### src/rtl/max_pool_pkg.sv
`default_nettype none
// ============================================================================
// Module   : max_pool_pkg
// Brief    : Shared encodings and width helper for the max-pool item packer.
// Revision : 1.0 - initial release
// ============================================================================
package max_pool_pkg;

    localparam logic [1:0] STEP_1   = 2'b00;
    localparam logic [1:0] STEP_2   = 2'b01;
    localparam logic [1:0] STEP_4   = 2'b10;
    localparam logic [1:0] STEP_RSV = 2'b11;

    localparam logic [0:0] ST_RUN   = 1'b0;
    localparam logic [0:0] ST_FLUSH = 1'b1;

    // Ceiling log2; value 1 yields 0.
    function automatic int unsigned clogb2(input int unsigned value);
        int unsigned bits;
        bits = 0;
        for (int unsigned v = value - 1; v > 0; v = v >> 1) begin
            bits++;
        end
        return bits;
    endfunction

endpackage
`default_nettype wire

### src/rtl/max_pool_item_compactor.sv
`default_nettype none
// ============================================================================
// Module   : max_pool_item_compactor
// Brief    : Gathers the selected items of an (N+1)-item group into the low
//            lanes in ascending index order and reports how many were taken.
// Revision : 1.0 - initial release
// ============================================================================
module max_pool_item_compactor #(
    parameter int N  = 4,
    parameter int W  = 8,
    parameter int CW = 4
) (
    input  logic [(N+1)*W-1:0] i_items,
    input  logic [N:0]         i_mask,
    output logic [(N+1)*W-1:0] o_items,
    output logic [CW-1:0]      o_count
);

    // Running popcount of the mask gives each kept item its output lane.
    always_comb begin
        o_items = '0;
        o_count = '0;
        for (int i = 0; i <= N; i++) begin
            if (i_mask[i]) begin
                o_items[o_count*W +: W] = i_items[i*W +: W];
                o_count = o_count + CW'(1);
            end
        end
    end

endmodule
`default_nettype wire

### src/rtl/max_pool_item_packer.sv
`default_nettype none
// ============================================================================
// Module   : max_pool_item_packer
// Brief    : Selects stride-valid items from each (N+1)-item pooling group and
//            packs them densely into N-item output beats via a residual buffer.
//            Optional sticky error output enabled by MAX_POOL_PACKER_ERR_EN.
// Revision : 1.0 - initial release
// ============================================================================
module max_pool_item_packer
    import max_pool_pkg::*;
#(
    parameter int FEATURE_N_PER_CLK  = 4,
    parameter int FEATURE_DATA_WIDTH = 8,
    parameter int SIMULATION_DELAY   = 1
) (
    input  logic                                                  clk,
    input  logic                                                  rst,
    input  logic [1:0]                                            step_type,
    input  logic [(FEATURE_N_PER_CLK+1)*FEATURE_DATA_WIDTH-1:0]   s_axis_data,
    input  logic [(FEATURE_N_PER_CLK+1)*FEATURE_DATA_WIDTH/8-1:0] s_axis_keep,
    input  logic [2:0]                                            s_axis_user,
    input  logic                                                  s_axis_last,
    input  logic                                                  s_axis_valid,
    output logic                                                  s_axis_ready,
    output logic [FEATURE_N_PER_CLK*FEATURE_DATA_WIDTH-1:0]       m_axis_data,
    output logic [FEATURE_N_PER_CLK*FEATURE_DATA_WIDTH/8-1:0]     m_axis_keep,
    output logic [2:0]                                            m_axis_user,
    output logic                                                  m_axis_last,
    output logic                                                  m_axis_valid,
    input  logic                                                  m_axis_ready
`ifdef MAX_POOL_PACKER_ERR_EN
    ,
    output logic                                                  err_sticky
`endif
);

    localparam int c_N  = FEATURE_N_PER_CLK;
    localparam int c_W  = FEATURE_DATA_WIDTH;
    localparam int c_B  = c_W / 8;
    localparam int c_CW = int'(clogb2(2 * c_N + 1));
    localparam logic [c_CW-1:0] c_N_CNT = c_CW'(c_N);
    localparam bit c_cfg_ok = (c_N >= 2) && ((c_N & (c_N - 1)) == 0) &&
                              (c_W > 0) && ((c_W % 8) == 0) && (SIMULATION_DELAY >= 0);

    generate
        if (!c_cfg_ok) begin : g_cfg_check
            $error("max_pool_item_packer: illegal parameter combination");
        end
    endgenerate

    logic [0:0]               r_state;
    logic [0:0]               w_state_nxt;
    logic [c_N*c_W-1:0]       r_res;
    logic [c_CW-1:0]          r_res_cnt;
    logic [2:0]               r_hold_user;
    logic                     r_m_valid;
    logic [c_N*c_W-1:0]       r_m_data;
    logic [c_N*c_B-1:0]       r_m_keep;
    logic [2:0]               r_m_user;
    logic                     r_m_last;

    logic [c_N:0]             w_sel_mask;
    logic [(c_N+1)*c_W-1:0]   w_new_items;
    logic [c_CW-1:0]          w_new_cnt;
    logic [2*c_N*c_W-1:0]     w_new_ext;
    logic [2*c_N*c_W-1:0]     w_res_ext;
    logic [2*c_N*c_W-1:0]     w_comb;
    logic [c_CW-1:0]          w_total;
    logic                     w_slot_free;
    logic                     w_s_ready;
    logic                     w_in_hs;
    logic                     w_produce;
    logic [c_N*c_W-1:0]       w_emit_data;
    logic [c_CW-1:0]          w_emit_cnt;
    logic [c_N*c_B-1:0]       w_emit_keep;
    logic                     w_emit_last;
    logic [2:0]               w_emit_user;
    logic [c_N*c_W-1:0]       w_res_nxt;
    logic [c_CW-1:0]          w_res_cnt_nxt;
    logic [2:0]               w_hold_user_nxt;

    assign w_slot_free = !r_m_valid || m_axis_ready;
    assign w_s_ready   = (r_state == ST_RUN) && w_slot_free;
    assign w_in_hs     = s_axis_valid && w_s_ready;

    // An item is kept when its stride position qualifies and its first keep byte is set.
    always_comb begin
        w_sel_mask = '0;
        for (int i = 0; i <= c_N; i++) begin
            case (step_type)
                STEP_2:           w_sel_mask[i] = s_axis_keep[i*c_B] && ((i % 2) == 1);
                STEP_4:           w_sel_mask[i] = s_axis_keep[i*c_B] && ((i % 4) == 3);
                STEP_1, STEP_RSV: w_sel_mask[i] = s_axis_keep[i*c_B];
            endcase
        end
    end

    max_pool_item_compactor #(
        .N  (c_N),
        .W  (c_W),
        .CW (c_CW)
    ) u_compactor (
        .i_items (s_axis_data),
        .i_mask  (w_sel_mask),
        .o_items (w_new_items),
        .o_count (w_new_cnt)
    );

    // Combined stream: residual items in the low lanes, new items directly after.
    always_comb begin
        w_res_ext = '0;
        for (int i = 0; i < c_N; i++) begin
            if (i < int'(r_res_cnt)) begin
                w_res_ext[i*c_W +: c_W] = r_res[i*c_W +: c_W];
            end
        end
        w_new_ext = {{((c_N - 1) * c_W){1'b0}}, w_new_items};
        w_comb    = (w_new_ext << (int'(r_res_cnt) * c_W)) | w_res_ext;
    end

    assign w_total = r_res_cnt + w_new_cnt;

    always_comb begin
        w_state_nxt     = r_state;
        w_produce       = 1'b0;
        w_emit_data     = w_comb[c_N*c_W-1:0];
        w_emit_cnt      = c_N_CNT;
        w_emit_last     = 1'b0;
        w_emit_user     = s_axis_user;
        w_res_nxt       = r_res;
        w_res_cnt_nxt   = r_res_cnt;
        w_hold_user_nxt = r_hold_user;
        case (r_state)
            ST_RUN: begin
                if (w_in_hs) begin
                    if (s_axis_last && (w_total <= c_N_CNT)) begin
                        w_produce     = 1'b1;
                        w_emit_cnt    = w_total;
                        w_emit_last   = 1'b1;
                        w_res_cnt_nxt = '0;
                    end else if (s_axis_last) begin
                        // Overflow on the last group: the remainder leaves in one extra beat.
                        w_produce       = 1'b1;
                        w_res_nxt       = w_comb[2*c_N*c_W-1 -: c_N*c_W];
                        w_res_cnt_nxt   = w_total - c_N_CNT;
                        w_hold_user_nxt = s_axis_user;
                        w_state_nxt     = ST_FLUSH;
                    end else if (w_total >= c_N_CNT) begin
                        w_produce     = 1'b1;
                        w_res_nxt     = w_comb[2*c_N*c_W-1 -: c_N*c_W];
                        w_res_cnt_nxt = w_total - c_N_CNT;
                    end else begin
                        w_res_nxt     = w_comb[c_N*c_W-1:0];
                        w_res_cnt_nxt = w_total;
                    end
                end
            end
            ST_FLUSH: begin
                if (w_slot_free) begin
                    w_produce     = 1'b1;
                    w_emit_data   = r_res;
                    w_emit_cnt    = r_res_cnt;
                    w_emit_last   = 1'b1;
                    w_emit_user   = r_hold_user;
                    w_res_cnt_nxt = '0;
                    w_state_nxt   = ST_RUN;
                end
            end
            default: w_state_nxt = ST_RUN;
        endcase
    end

    always_comb begin
        w_emit_keep = '0;
        for (int b = 0; b < c_N * c_B; b++) begin
            w_emit_keep[b] = (b / c_B) < int'(w_emit_cnt);
        end
    end

    always_ff @(posedge clk) begin
        if (rst) begin
            r_state <= ST_RUN;
        end else begin
            r_state <= w_state_nxt;
        end
    end

    always_ff @(posedge clk) begin
        if (rst) begin
            r_res       <= '0;
            r_res_cnt   <= '0;
            r_hold_user <= '0;
            r_m_valid   <= 1'b0;
            r_m_data    <= '0;
            r_m_keep    <= '0;
            r_m_user    <= '0;
            r_m_last    <= 1'b0;
        end else begin
            r_res       <= w_res_nxt;
            r_res_cnt   <= w_res_cnt_nxt;
            r_hold_user <= w_hold_user_nxt;
            if (w_produce) begin
                r_m_valid <= 1'b1;
                r_m_data  <= w_emit_data;
                r_m_keep  <= w_emit_keep;
                r_m_user  <= w_emit_user;
                r_m_last  <= w_emit_last;
            end else if (m_axis_ready) begin
                r_m_valid <= 1'b0;
            end
        end
    end

    assign s_axis_ready = w_s_ready;
    assign m_axis_valid = r_m_valid;
    assign m_axis_data  = r_m_data;
    assign m_axis_keep  = r_m_keep;
    assign m_axis_user  = r_m_user;
    assign m_axis_last  = r_m_last;

`ifdef MAX_POOL_PACKER_ERR_EN
    logic r_err_sticky;
    logic w_keep_bad;

    always_comb begin
        w_keep_bad = 1'b0;
        for (int i = 0; i <= c_N; i++) begin
            if ((&s_axis_keep[i*c_B +: c_B]) != (|s_axis_keep[i*c_B +: c_B])) begin
                w_keep_bad = 1'b1;
            end
        end
    end

    always_ff @(posedge clk) begin
        if (rst) begin
            r_err_sticky <= 1'b0;
        end else if (w_in_hs && ((step_type == STEP_RSV) || w_keep_bad)) begin
            r_err_sticky <= 1'b1;
        end
    end

    assign err_sticky = r_err_sticky;
`endif

endmodule
`default_nettype wire

### config.mk
export PLATFORM = sky130hd
export DESIGN_NAME = max_pool_item_packer
export DESIGN_NICKNAME = d
export VERILOG_FILES = /design/src/rtl/max_pool_pkg.sv /design/src/rtl/max_pool_item_compactor.sv /design/src/rtl/max_pool_item_packer.sv
export SDC_FILE = /design/constraint.sdc
export NUM_CORES = 1
export LEC_CHECK = 0
export ABC_AREA = 1
export CORE_MARGIN = 5
export CORE_UTILIZATION = 61
export DETAILED_ROUTE_END_ITERATION = 10
export HOLD_SLACK_MARGIN = 0.05
export PLACE_DENSITY = 0.95
export SLEW_MARGIN = 10
export SYNTH_ARGS = -nofsm -noshare
export SYNTH_HDL_FRONTEND = slang
export SYNTH_SLANG_ARGS = --single-unit
### constraint.sdc
create_clock -name clk -period 19.2 [get_ports clk]
set_input_delay 5.76 -clock clk [delete_from_list [all_inputs] [get_ports clk]]
set_output_delay 5.76 -clock clk [all_outputs]
set_load 0.05 [all_outputs]
==> results.yml <==
outcome:
  status: "completed"
cts:
  clk_pin_slew_ns: 0.06
  clock_insertion_delay_worst_skew_ns: 0.34
  cts_buffers: 9
  tritoncts: "built"
  root_buffer: "clkbuf_16"
  ctsHoldBuffers: 0
  clock-sinks: 81
  cts_resized: 0
  clock_path_buffers: 2
  cts_setup_buffers: 0
  htree_levels: 3
critical_path:
  cp.arrival_ns: 14.56
  r2r-end: "m_axis_data[30]"
  cpPeakStageDelay_ns: 0.96
  timing.rr.start: "r_res_cnt[1]"
  cp_top_family: "simple AND/OR/NAND/NOR gates"
  worstSetupStartpointType: "input pin"
  path_class: "in -> reg"
  crit_top_cell: "nand2_1"
  worst-path-buf-inv: 10
  required_ns: 19.39
  cp_slowest_cell: "nor2_2"
  worst_r2r_path_depth: 15
  reg2reg_slack_ns: 13.89
  crit_fanout: 28
  crit_path_end_kind: "flop"
logic_synthesis:
  synth-edff-count: 0
  syn_inst: 1308
  synth_seq_cells: 81
  yosysUniqueCellTypes: 35
  synth_nets: 1379
  synth_area_per_cell_um2: 5.61
  synth_flop_cell: "dfxtp_1"
  asyncSetResetFlopFracSynth_pct: 0
  ys_seq_area_share_pct: 22.1
  synth_area_um2: 7340
  yosysWarnings: 0
detailed_routing:
  drc: 0
  firstDrtPassIters: 6
  ant_nets: 0
  drt-initial-drc-count: 1635
  routed-via-count: 9656
  vias_per_cell: 6.42
  routedWlPerCell_um: 17.0
  routed_wirelength_um: 25500
final_layout:
  layout_commonest_cell: "nand2_1"
  antenna_cells: 0
  nFillCells: 1057
  fin_area_um2: 8570
  drive_gt1_share_pct: 5.08
  syn_to_final_growth_pct: 16.7
  nets: 1424
  layout_common_cells: "351 x nand2_1, 252 x nand3_1, 135 x a21oi_1"
power_and_ir_drop:
  p_sw_share_pct: 52.3
  power_mw: 1.07
  power.internal_mw: 0.510
  ir_drop_mv: 0.0944
  p_seq_share_pct: 23.0
  p_leak_nw: 3.87
  switchingPower_mw: 0.559
  power_density_nw_per_um2: 125
  p_clk_share_pct: 16.5
  combPwrFrac_pct: 60.5
timing:
  fin_hold_ws_ns: 0.463
  clock.fmax_mhz: 69.6
  period_share_pct: 74.8
  setup_viol: 0
  fin_setup_tns_ns: 0
  slew_headroom_pct: 14.7
  drv_slew: 0
  fin_crit_ns: 14.37
  finClkSkew_ns: 0.00493
  hold_viol: 0
  worst_slew_pin_slew_ns: 1.27
  grt_setup_unrepaired: "false"
place:
  placed_area_um2: 8260
  dp_hpwl_um: 18700
  portBuffers: 96
  gp_congestion: 0.984
global_routing:
  grt_use_total_pct: 34.8
  grt_pass1_wl_um: 41500
  grt_overflow_total: 0
  first_global_vias: 8794
  grt_max_degree: 65
  antenna_found_initial: 0
hold_path:
  hp-class: "reg -> reg"
  min_to: "m_axis_data[1]"
  hold-path-cell-count: 2
  worstHoldStart: "m_axis_data[1]"
die:
  fp.dieArea_um2: 14300
  pin_count: 97
  rows: 40
  coreArea_um2: 11900
  die_h_um: 120
  initial_utilization_pct: 61.6
  die_x_um: 120
run:
  cap_violations: 0
## worst max path at each step
stage | from | end | slack [ns] | cells past startpoint
floorplan | m_axis_ready | s_axis_ready | 6.93 | 2
global placement | step_type[0] | m_axis_data[16] | 5.24 | 35
detailed placement | step_type[0] | m_axis_data[15] | 4.83 | 35
CTS | step_type[0] | m_axis_data[30] | 5.13 | 35
global route | step_type[0] | m_axis_data[30] | 4.19 | 35
finish | step_type[0] | m_axis_data[30] | 4.83 | 35
## state kept, by name (all words and copies together), names as in the netlist
name,count
r_hold_user,3
m_axis_user,3
m_axis_valid,1
m_axis_data,32
r_res,32
r_state,1
m_axis_last,1
r_res_cnt,4
m_axis_keep,4
## cell usage after synthesis, types with 2 or more instances
| library cell | n | area share, % |
|---|---|---|
| o211ai_1 | 9 | 0.92 |
| xor2_1 | 2 | 0.24 |
| buf_1 | 11 | 0.56 |
| nand4_1 | 4 | 0.34 |
| clkinv_1 | 3 | 0.15 |
| clkbuf_1 | 41 | 2.1 |
| a211oi_1 | 2 | 0.20 |
| nand3_1 | 252 | 17 |
| or2_1 | 2 | 0.17 |
| ha_1 | 15 | 2.6 |
| a22oi_1 | 24 | 2.5 |
| nor2_4 | 3 | 0.46 |
| buf_4 | 5 | 0.51 |
| inv_2 | 6 | 0.31 |
| nor3_1 | 10 | 0.68 |
| a31oi_1 | 4 | 0.34 |
| dfxtp_1 | 81 | 22 |
| nor2_1 | 96 | 4.9 |
| nor2_2 | 5 | 0.43 |
| or2_2 | 13 | 1.1 |
| o21ai_1 | 7 | 0.48 |
| a21oi_1 | 135 | 9.2 |
| nand2_1 | 351 | 18 |
| nand3b_1 | 4 | 0.41 |
| inv_1 | 101 | 5.2 |
| nand2_2 | 8 | 0.68 |
| buf_2 | 13 | 0.89 |
| o21ai_0 | 92 | 6.3 |
| nand3_2 | 3 | 0.41 |
## kinds of logic after synthesis
| group | share of synthesized area (%) |
|---|---|
| compound gates | 19.9 |
| xor+xnor | 0.239 |
| simple gates | 45.2 |
| flops | 22.1 |
| other cells | 0.0511 |
| fa+ha+maj | 2.83 |
| buf+inv | 9.75 |
## area by class of cell
| cell class | instances | area [µm²] | share of cell area [%] |
|---|---|---|---|
| clock buffer | 12 | 256 | 2.99 |
| sequential | 81 | 1620 | 18.9 |
| clock inverter | 4 | 51.3 | 0.599 |
| timing repair buffer | 105 | 1030 | 12.0 |
| inverter | 110 | 413 | 4.82 |
| multi-input combinational | 1046 | 5010 | 58.5 |
| tap | 147 | 184 | 2.15 |
## worst reg2reg max path: stages, from the launching register on
cell and delay, ns:
dfxtp_1 0.31, buf_4 0.37, clkinv_1 0.33, buf_4 0.31
fa_1 0.47, xor2_1 0.37, inv_1 0.12, ha_1 0.21
nand3_1 0.12, nand3_1 0.39, inv_2 0.56, nor2_2 0.35
nor2_2 0.54, buf_4 0.38, a22oi_1 0.15, a21oi_1 0.24
## layer usage
| metal | routed length [µm] | vias to the layer above | track usage [%] |
|---|---|---|---|
| li1 | - | 4468 | - |
| met1 | 9990 | 4419 | 44.9 |
| met2 | 11500 | 645 | 56.2 |
| met3 | 2870 | 124 | 6.55 |
| met4 | 1150 | 0 | 15.8 |
| met5 | 0 | - | 0 |
## stage by stage
step | setup slack, ns | std cells | util [%]
2_1_floorplan | 6.93 | 1308 | -
4_1_cts | 5.13 | 1505 | 71.9
6_report | 4.83 | 1505 | 71.9
3_3_place_gp | 5.24 | 1489 | 69.3
5_1_grt | 4.19 | 1505 | 71.9
3_5_place_dp | 4.83 | 1489 | 69.3
## power by group through the flow
| stage | sequential (mW) | clock, mW | combinational, mW |
|---|---|---|---|
| final | 0.246 | 0.177 | 0.646 |
| after global routing | 0.250 | 0.183 | 0.699 |
| after CTS | 0.244 | 0.176 | 0.626 |
| after detailed placement | 0.246 | 0 | 0.621 |
| after global placement | 0.246 | 0 | 0.608 |
| after floorplan | 0.317 | 0 | 0.376 |
Power figures use the tool's default switching activity.
